===== src/rtl/uart_pkg.sv =====
// Shared UART definitions: parity encoding, transmitter state encoding and parity helpers.
// Used by uart_tx_fifo; kept generic so a future receiver can share it.
package uart_pkg;

   localparam logic [1:0] PARITY_NONE = 2'd0;
   localparam logic [1:0] PARITY_EVEN = 2'd1;
   localparam logic [1:0] PARITY_ODD  = 2'd2;

   localparam logic [2:0] ST_IDLE   = 3'd0;
   localparam logic [2:0] ST_START  = 3'd1;
   localparam logic [2:0] ST_DATA   = 3'd2;
   localparam logic [2:0] ST_PARITY = 3'd3;
   localparam logic [2:0] ST_STOP   = 3'd4;
   localparam logic [2:0] ST_BREAK  = 3'd5;

   typedef struct packed {
      logic [1:0] parity_mode;
      logic       two_stop;
   } frame_cfg_t;

   function automatic logic parity_enabled(input logic [1:0] mode);
      return (mode == PARITY_EVEN) || (mode == PARITY_ODD);
   endfunction

   // Data is zero-extended to 9 bits by the caller, so unused bits do not disturb the XOR.
   function automatic logic parity_bit(input logic [8:0] data, input logic [1:0] mode);
      return (^data) ^ (mode == PARITY_ODD);
   endfunction

endpackage


===== src/rtl/uart_sync_fifo.sv =====
// Registered synchronous FIFO with push/pop handshake and occupancy count.
// head_valid lags a push into an empty FIFO by one cycle, giving the reader a registered view.
module uart_sync_fifo #(
   parameter int DATA_W = 8,
   parameter int DEPTH  = 4
) (
   input  logic                   clock,
   input  logic                   reset,
   input  logic                   push,
   input  logic [DATA_W-1:0]      push_data,
   output logic                   push_ready,
   input  logic                   pop,
   output logic [DATA_W-1:0]      pop_data,
   output logic                   head_valid,
   output logic [$clog2(DEPTH):0] count
);

   localparam int PTR_W = $clog2(DEPTH);
   localparam int CNT_W = PTR_W + 1;

   logic [DATA_W-1:0] mem_q [DEPTH];
   logic [PTR_W-1:0]  wr_ptr_q, wr_ptr_d;
   logic [PTR_W-1:0]  rd_ptr_q, rd_ptr_d;
   logic [CNT_W-1:0]  count_q, count_d;
   logic              avail_q, avail_d;
   logic              push_fire;
   logic              pop_fire;

   // A write while full is dropped even if a pop happens in the same cycle.
   assign push_ready = (count_q < CNT_W'(DEPTH));
   assign push_fire  = push && push_ready;
   assign pop_fire   = pop && (count_q != '0);

   always_comb begin
      wr_ptr_d = wr_ptr_q;
      rd_ptr_d = rd_ptr_q;
      count_d  = count_q;
      if (push_fire) begin
         wr_ptr_d = wr_ptr_q + PTR_W'(1);
      end
      if (pop_fire) begin
         rd_ptr_d = rd_ptr_q + PTR_W'(1);
      end
      case ({push_fire, pop_fire})
         2'b10:   count_d = count_q + CNT_W'(1);
         2'b01:   count_d = count_q - CNT_W'(1);
         default: count_d = count_q;
      endcase
      avail_d = (count_q != '0) && !pop_fire;
   end

   always_ff @(posedge clock) begin
      if (reset) begin
         wr_ptr_q <= '0;
         rd_ptr_q <= '0;
         count_q  <= '0;
         avail_q  <= 1'b0;
      end else begin
         wr_ptr_q <= wr_ptr_d;
         rd_ptr_q <= rd_ptr_d;
         count_q  <= count_d;
         avail_q  <= avail_d;
      end
   end

   always_ff @(posedge clock) begin
      if (push_fire) begin
         mem_q[wr_ptr_q] <= push_data;
      end
   end

   assign pop_data   = mem_q[rd_ptr_q];
   assign head_valid = avail_q;
   assign count      = count_q;

endmodule


===== src/rtl/uart_tx_fifo.sv =====
// Parametrised UART transmitter with write FIFO, runtime parity and 1/2 stop bits.
// Optional line-break generation is compiled in when UART_TX_BREAK_EN is defined.
module uart_tx_fifo
   import uart_pkg::*;
#(
   parameter int CLOCKS_PER_BIT = 40,
   parameter int DATA_BITS      = 8,
   parameter int FIFO_DEPTH     = 4
`ifdef UART_TX_BREAK_EN
   ,
   parameter int BREAK_BITS     = 12
`endif
) (
   input  logic                        clock,
   input  logic                        reset,
   input  logic [DATA_BITS-1:0]        in_data,
   input  logic                        in_valid,
   output logic                        in_ready,
   input  logic [1:0]                  parity_mode,
   input  logic                        two_stop,
   output logic                        uart_data,
   output logic                        busy,
   output logic [$clog2(FIFO_DEPTH):0] fifo_count
`ifdef UART_TX_BREAK_EN
   ,
   input  logic                        send_break
`endif
);

   localparam int CNT_W = $clog2(CLOCKS_PER_BIT);
`ifdef UART_TX_BREAK_EN
   localparam int BIT_MAX = (BREAK_BITS > DATA_BITS) ? BREAK_BITS : DATA_BITS;
`else
   localparam int BIT_MAX = DATA_BITS;
`endif
   localparam int BIT_W = $clog2(BIT_MAX + 1);

   logic [2:0]           state_q, state_d;
   logic [CNT_W-1:0]     clk_cnt_q, clk_cnt_d;
   logic [BIT_W-1:0]     bit_cnt_q, bit_cnt_d;
   logic [DATA_BITS-1:0] shift_q, shift_d;
   logic                 parity_q, parity_d;
   frame_cfg_t           cfg_q, cfg_d;
   logic                 line_q, line_d;

   logic                 pop;
   logic [DATA_BITS-1:0] fifo_data;
   logic                 head_valid;
   logic                 push_ready;
   logic                 bit_end;

   uart_sync_fifo #(
      .DATA_W (DATA_BITS),
      .DEPTH  (FIFO_DEPTH)
   ) u_fifo (
      .clock      (clock),
      .reset      (reset),
      .push       (in_valid),
      .push_data  (in_data),
      .push_ready (push_ready),
      .pop        (pop),
      .pop_data   (fifo_data),
      .head_valid (head_valid),
      .count      (fifo_count)
   );

   assign bit_end = (clk_cnt_q == CNT_W'(CLOCKS_PER_BIT - 1));

   always_comb begin
      state_d   = state_q;
      clk_cnt_d = bit_end ? '0 : clk_cnt_q + CNT_W'(1);
      bit_cnt_d = bit_cnt_q;
      shift_d   = shift_q;
      parity_d  = parity_q;
      cfg_d     = cfg_q;
      line_d    = line_q;
      pop       = 1'b0;

      case (state_q)
         ST_IDLE: begin
            clk_cnt_d = '0;
            bit_cnt_d = '0;
`ifdef UART_TX_BREAK_EN
            if (send_break) begin
               cfg_d.two_stop = 1'b0;
               line_d         = 1'b0;
               state_d        = ST_BREAK;
            end else
`endif
            if (head_valid) begin
               // Frame settings are captured here so later changes only affect the next frame.
               pop      = 1'b1;
               shift_d  = fifo_data;
               parity_d = parity_bit(9'(fifo_data), parity_mode);
               cfg_d    = '{parity_mode: parity_mode, two_stop: two_stop};
               line_d   = 1'b0;
               state_d  = ST_START;
            end
         end

         ST_START: begin
            if (bit_end) begin
               line_d    = shift_q[0];
               shift_d   = shift_q >> 1;
               bit_cnt_d = '0;
               state_d   = ST_DATA;
            end
         end

         ST_DATA: begin
            if (bit_end) begin
               if (bit_cnt_q == BIT_W'(DATA_BITS - 1)) begin
                  bit_cnt_d = '0;
                  if (parity_enabled(cfg_q.parity_mode)) begin
                     line_d  = parity_q;
                     state_d = ST_PARITY;
                  end else begin
                     line_d  = 1'b1;
                     state_d = ST_STOP;
                  end
               end else begin
                  line_d    = shift_q[0];
                  shift_d   = shift_q >> 1;
                  bit_cnt_d = bit_cnt_q + BIT_W'(1);
               end
            end
         end

         ST_PARITY: begin
            if (bit_end) begin
               line_d    = 1'b1;
               bit_cnt_d = '0;
               state_d   = ST_STOP;
            end
         end

         ST_STOP: begin
            if (bit_end) begin
               if (cfg_q.two_stop && (bit_cnt_q == '0)) begin
                  bit_cnt_d = BIT_W'(1);
               end else begin
                  state_d = ST_IDLE;
               end
            end
         end

`ifdef UART_TX_BREAK_EN
         ST_BREAK: begin
            if (bit_end) begin
               if (bit_cnt_q == BIT_W'(BREAK_BITS - 1)) begin
                  line_d    = 1'b1;
                  bit_cnt_d = '0;
                  state_d   = ST_STOP;
               end else begin
                  bit_cnt_d = bit_cnt_q + BIT_W'(1);
               end
            end
         end
`endif

         default: begin
            line_d  = 1'b1;
            state_d = ST_IDLE;
         end
      endcase
   end

   always_ff @(posedge clock) begin
      if (reset) begin
         state_q   <= ST_IDLE;
         clk_cnt_q <= '0;
         bit_cnt_q <= '0;
         line_q    <= 1'b1;
      end else begin
         state_q   <= state_d;
         clk_cnt_q <= clk_cnt_d;
         bit_cnt_q <= bit_cnt_d;
         line_q    <= line_d;
      end
   end

   // Frame payload registers carry no reset; they are always reloaded before use.
   always_ff @(posedge clock) begin
      shift_q  <= shift_d;
      parity_q <= parity_d;
      cfg_q    <= cfg_d;
   end

   assign uart_data = line_q;
   assign in_ready  = push_ready && !reset;
   assign busy      = (state_q != ST_IDLE) || (fifo_count != '0);

endmodule


===== config.mk =====
export PLATFORM = sky130hd
export DESIGN_NAME = uart_tx_fifo
export DESIGN_NICKNAME = d
export VERILOG_FILES = /design/src/rtl/uart_pkg.sv /design/src/rtl/uart_sync_fifo.sv /design/src/rtl/uart_tx_fifo.sv
export SDC_FILE = /design/constraint.sdc
export NUM_CORES = 1
export LEC_CHECK = 0
export CELL_PAD_IN_SITES_DETAIL_PLACEMENT = 1
export CELL_PAD_IN_SITES_GLOBAL_PLACEMENT = 1
export CORE_UTILIZATION = 50
export CTS_BUF_LIST = sky130_fd_sc_hd__clkbuf_8
export CTS_CLUSTER_DIAMETER = 50
export CTS_CLUSTER_SIZE = 16
export DETAILED_ROUTE_END_ITERATION = 6
export PLACE_DENSITY_LB_ADDON = 0.1
export SYNTH_ARGS = -nofsm -noshare
export SYNTH_HDL_FRONTEND = slang
export SYNTH_HIERARCHICAL = 1
export SYNTH_SLANG_ARGS = --single-unit
export TNS_END_PERCENT = 50

===== constraint.sdc =====
create_clock -name clock -period 2.69 [get_ports clock]
set_input_delay 0.269 -clock clock [delete_from_list [all_inputs] [get_ports clock]]
set_output_delay 0.269 -clock clock [all_outputs]
set_load 0.1 [all_outputs]

# == Word level (Yosys, flattened, before mapping) ==
# Memory sizes are Yosys's and may differ from the RTL's. A register that Yosys moved wholly into a read port is not among the register bits.
# Index checks and enable logic that the tools add are counted.
# op_classes
magnitude_cmp,1
muxes,34
bitwise_logic,2
n_eq_ne,21
n_reduce_logical,24
n_addsub,6
# op_table
op,n
$mux W8,4
$mux W3,8
$pmux W8 S3,1
$mux W4,5
$ne A2 B2 Y1 const B,8
$pmux W4 S4,1
$pmux W3 S5,1
$reduce_and A5 Y1,3
$mux W1,10
$reduce_bool A3 Y1,3
$reduce_xor A9 Y1,1
$reduce_and A7 Y1,1
$add A6 B1 Y6 const B,1
$eq A2 B2 Y1 const B,3
$eq A3 B2 Y1 const B,2
$eq A6 B6 Y1 const B,1
$pmux W3 S2,1
$logic_and A1 B1 Y1,5
$pmux W1 S5,1
$add A2 B1 Y2 const B,2
$add A4 B1 Y4 const B,1
$eq A2 B1 Y1 const B,2
$eq A4 B3 Y1 const B,1
$logic_not A4 Y1,1
other kinds (17),21
# word_totals
in_bits,14
ram_bits,32
elab_cells,101
regBits,34
out_inout_bits,6
n_memories,1
# memory_table
name,words,word_bits,rd,rd_clocked_by_memory_dff,wr,line_no,source
u_fifo.mem_q,4,8,1,1,1,uart_sync_fifo.sv:21,logic [DATA_W-1:0] mem_q [DEPTH];

# == Logic depth before layout (Yosys ltp) ==
# logic_depth
word_depth,6
mapped_depth,11
depth_no_buf,10

# == Modules after synthesis ==
# The synthesis kept the hierarchy.
# by_module_without_submodules
module,seq_area_each_um2,cells_each,area_each_um2,instances
uart_sync_fifo,1161.1,96,1631.6,1
uart_tx_fifo,640.6,150,1559.0,1

# == Least setup slack after synthesis ==
# No wires, ideal clock.
# synth_timing
path_kind,register to register
from,"reg u_fifo.count_q[2], in the netlist u_fifo/count[2]"
to,"reg u_fifo.count_q[2], in the netlist u_fifo/count[2]"
stages_incl_launch_ff,10
setup_time_ns,0.070
n_path_buf,1
t_arrival_ns,2.505
setup_slack_ns,0.115
t_required_ns,2.620
synth_period_minus_slack_ns,2.575
cell_sequence,dfxtp_1 -> nor2b_1 -> clkbuf_1 -> inv_1 -> ha_1 -> inv_1 -> fa_1 -> xor2_1 -> or3_1 -> a21oi_1
# synth_via
elab_chain_len,4
word_cells_on_any_way,10
cone_classes,add/sub (2); order compare (1); eq/ne (2); mux (1); reduce/logical (4)
# synth_lines
item,line_no,source
"start, declared",uart_sync_fifo.sv:24,"logic [CNT_W-1:0] count_q, count_d;"
"start signal, assigned",uart_sync_fifo.sv:61,count_q <= count_d;
$lt A3 B3 Y1 / $reduce_bool A3 Y1 (equally long branches),"uart_sync_fifo.sv:30, uart_sync_fifo.sv:32",
$logic_and A1 B1 Y1 (on tied branches),"uart_sync_fifo.sv:31, uart_sync_fifo.sv:32",
$eq A2 B1 Y1 / $eq A2 B2 Y1 (equally long branches),uart_sync_fifo.sv:44,"case ({push_fire, pop_fire})"
$pmux W3 S2 / $reduce_bool A2 Y1 (equally long branches),-,
# Parallel ways exist; a longest one is shown, timed or not.
# A chain may end at the register's enable or synchronous reset.

# == Worst setup path after layout ==
# layout_timing
from,reg state_q[1]
to,"reg u_fifo.count_q[2], in the netlist u_fifo/count[2]"
# layout_via
elab_chain_len,5
word_cells_on_any_way,7
cone_classes,eq/ne (2); mux (2); reduce/logical (3)
# layout_lines
item,line_no,source
"start, declared",uart_tx_fifo.sv:38,"logic [2:0] state_q, state_d;"
"start signal, assigned",uart_tx_fifo.sv:175,state_q <= state_d;
$logic_not A3 Y1 *,uart_tx_fifo.sv:79,case (state_q)
$mux W1 *,uart_tx_fifo.sv:79,
via pop,uart_tx_fifo.sv:46,logic pop;
$logic_and A1 B1 Y1 *,uart_sync_fifo.sv:32,assign pop_fire = pop && (count_q != '0);
via u_fifo.pop_fire,uart_sync_fifo.sv:27,logic pop_fire;
$eq A2 B1 Y1 / $eq A2 B2 Y1 (equally long branches),uart_sync_fifo.sv:44,
$pmux W3 S2 / $reduce_bool A2 Y1 (equally long branches),-,
# The timed path passes the listed nets; every way through them passes the cells marked *.

==> flow_summary.json <==
{
  "critPathRequiredTime_ps": 2950,
  "die_h_microns": 81.88,
  "cts_tree": "built",
  "clk_pin_slew_worst_paths_ps": 80,
  "wl_per_cell_microns": 18.72,
  "portBuffers": 19,
  "clockRootBuffer": "clkbuf_8",
  "synth_top_area_share_pct": 41.41,
  "cts_resized": 0,
  "cts_hold_buf": 0,
  "vias": 2009,
  "power.total_mw": 3.429,
  "status": "finished, final reports clean",
  "firstDrtPassIters": 4,
  "ys.flop_type": "edfxtp_1",
  "fin_skew_ps": 9.776,
  "drtIter0Drc": 69,
  "cp.arrival_ps": 2790,
  "end_kind": "flip-flop",
  "drt-total-wl_mm": 6.590,
  "postSynthAreaPerCell_sq_um": 12.97,
  "synth_seq_cells": 68,
  "antenna_found_initial": 0,
  "grt_max_degree": 18,
  "htree_levels": 3,
  "fin_nets": 295,
  "drcViolationCount": 0,
  "synth.most_common_cell": "edfxtp_1",
  "netlist_instances": 246,
  "slowest_delay_ps": 380,
  "area_delta_synth_final_pct": 14.59,
  "max_freq_mhz": 396.0,
  "drive_gt1_share_pct": 16.97,
  "grt_pass1_vias": 2145,
  "startpoint_type": "flip-flop",
  "ys_warn_count": 6,
  "grt_pass1_wl_mm": 10.47,
  "critPathSlowestCell": "fa_1",
  "viasPerCell": 5.707,
  "finalSetupViolCount": 0,
  "path_cells": "nor3_1, and2_1, o31ai_1, inv_1, ha_1, inv_1, fa_1, xor2_1, or3_1, a21oi_1",
  "drtAntennaViolNets": 0,
  "clk_latency_ps": 350,
  "synth_area_sq_um": 3191,
  "io_pins": 20,
  "tightest_slew_ps": 652.4,
  "rsz0062_at_grt": "false",
  "yosysTopAreaCell": "edfxtp_1",
  "ys_types": 55,
  "hp-class": "flip-flop to flip-flop",
  "gr-total-overflow": 0,
  "post_cts_buffers": 0,
  "slew_headroom_pct": 56.37,
  "ir_worst_vdd_v": 0.0005310,
  "dpl.hpwl_mm": 4.492,
  "fp-row-count": 28,
  "coreArea_sq_um": 6026,
  "yosys-top-cells-count": "edfxtp_1 (44), dfxtp_1 (24), nor2_1 (20)",
  "slew_viol_final": 0,
  "async_reset_ff_share_pct": 0,
  "cp_common_cell": "inv_1",
  "dieArea_sq_um": 6704,
  "finalHoldViolCount": 0,
  "synth_area_leaders": "edfxtp_1 (41%), dfxtp_1 (15%), mux4_2 (5.6%)",
  "clockBufferDepth": 2,
  "cts_buffers": 9,
  "synth-edff-count": 44,
  "critPathMaxFanout": 3,
  "grt.total_usage_pct": 22.12,
  "initial_core_util_pct": 52.95,
  "finalSetupTns_ps": 0,
  "fp.dieW_microns": 81.88,
  "fin_crit_sh_pct": 93.87,
  "power.density_nw_per_um2": 937.9,
  "max_cap_viol_count": 0,
  "cts.sinks": 68,
  "synth_nets": 269,
  "seq_area_frac_synth_pct": 56.47,
  "antennaDiodeCount": 0,
  "crit_type": "flip-flop to flip-flop",
  "fin_crit_ps": 2525,
  "gp_congestion": 0.7849,
  "leakagePower_nw": 1.265
}
[sequential cells by signal, indices dropped and copies added (netlist names), 2 cells and up, named ones only]
| name | flops |
|---|---|
| u_fifo/mem_q | 32 |
| shift_q | 8 |
| bit_cnt_q | 4 |
| cfg_q | 3 |
| u_fifo/count | 3 |
| state_q | 3 |
| u_fifo/wr_ptr_q | 2 |
| u_fifo/rd_ptr_q | 2 |
| clk_cnt_q | 6 |
[stage by stage]
step           hold slack (ps)  instance area [sq um]  cells  worst slack (ps)  util, %
3_5_place_dp             439.5                   3448    336             274.6    57.23
5_1_grt                  463.4                   3656    352             40.58    60.67
2_1_floorplan            367.9                   3191    246             115.2        -
6_report                 455.6                   3656    352             164.9    60.67
4_1_cts                  457.2                   3656    352             157.0    60.67
3_3_place_gp             430.1                   3448    336             513.3    57.23
[report_power, final]
group	internal (mW)	switching [mW]
clock	0.444	0.441
combinational	0.442	0.708
sequential	1.30	0.0967
total	2.18	1.25
[path summary, 6_finish.rpt]
kind / from / slack, ps / endpoint / depth (start not counted)
worst max-delay path: state_q[1] / 160 / u_fifo/count[2] / 10
worst min-delay path: clk_cnt_q[0] / 460 / clk_cnt_q[0] / 1
worst max register to register: state_q[1] / 160 / u_fifo/count[2] / 10
worst min register to register: clk_cnt_q[0] / 460 / clk_cnt_q[0] / 1
[area by class of cell]
| cell class | count | area (sq um) |
|---|---|---|
| fillers | 617 | 2370 |
| inverters | 12 | 45.04 |
| well taps | 75 | 93.84 |
| repair buffers | 27 | 247.7 |
| clock inverters | 7 | 83.83 |
| flip-flops and latches | 68 | 1802 |
| clock buffers | 9 | 123.9 |
| multi-input cells | 154 | 1260 |
[cell usage in the layout, fill, tap and decap left out, types with 6 or more instances in the layout]
| cell | n |
|---|---|
| edfxtp_1 | 44 |
| and2_1 | 6 |
| mux4_2 | 8 |
| o21ai_0 | 6 |
| nor2b_1 | 7 |
| clkbuf_8 | 9 |
| xnor2_1 | 10 |
| mux2_1 | 7 |
| xor2_1 | 8 |
| clkdlybuf4s50_1 | 13 |
| ha_1 | 8 |
| dfxtp_1 | 24 |
| inv_1 | 12 |
| buf_4 | 13 |
| a21oi_1 | 10 |
| nor2_1 | 20 |
[routing by layer]
metal  vias to the layer above  global-route usage (%)  wire length, microns
met5                         -                       0                     0
met2                        28                   39.26                  3451
met4                         0                   9.825                   130
li1                        956                       -                     -
met3                        12                   5.444                   178
met1                      1013                   24.98                  2829
[worst max-delay path, delay by kind of cell (launching register included)]
| family | cells | cell delay, ps |
|---|---|---|
| and+or+nand+nor | 3 | 910 |
| adders and majority gates | 2 | 590 |
| DFF | 1 | 320 |
| AOI/OAI and AO/OA | 2 | 270 |
| xor gates and xnor gates | 1 | 180 |
| buffers and inverters | 2 | 160 |
[cell families (layout without fill, tap and decap cells)]
logic type	after synthesis	count (layout)	share of synthesized area (%)
adders and majority gates	9	9	3.765
AOI/OAI and AO/OA	37	37	7.961
buffers and inverters	24	55	4.039
xor gates and xnor gates	18	18	4.941
DFF	68	68	56.47
and+or+nand+nor	71	71	13.45
muxes	19	19	9.373
No activity file was read; power rests on OpenSTA's default activity.
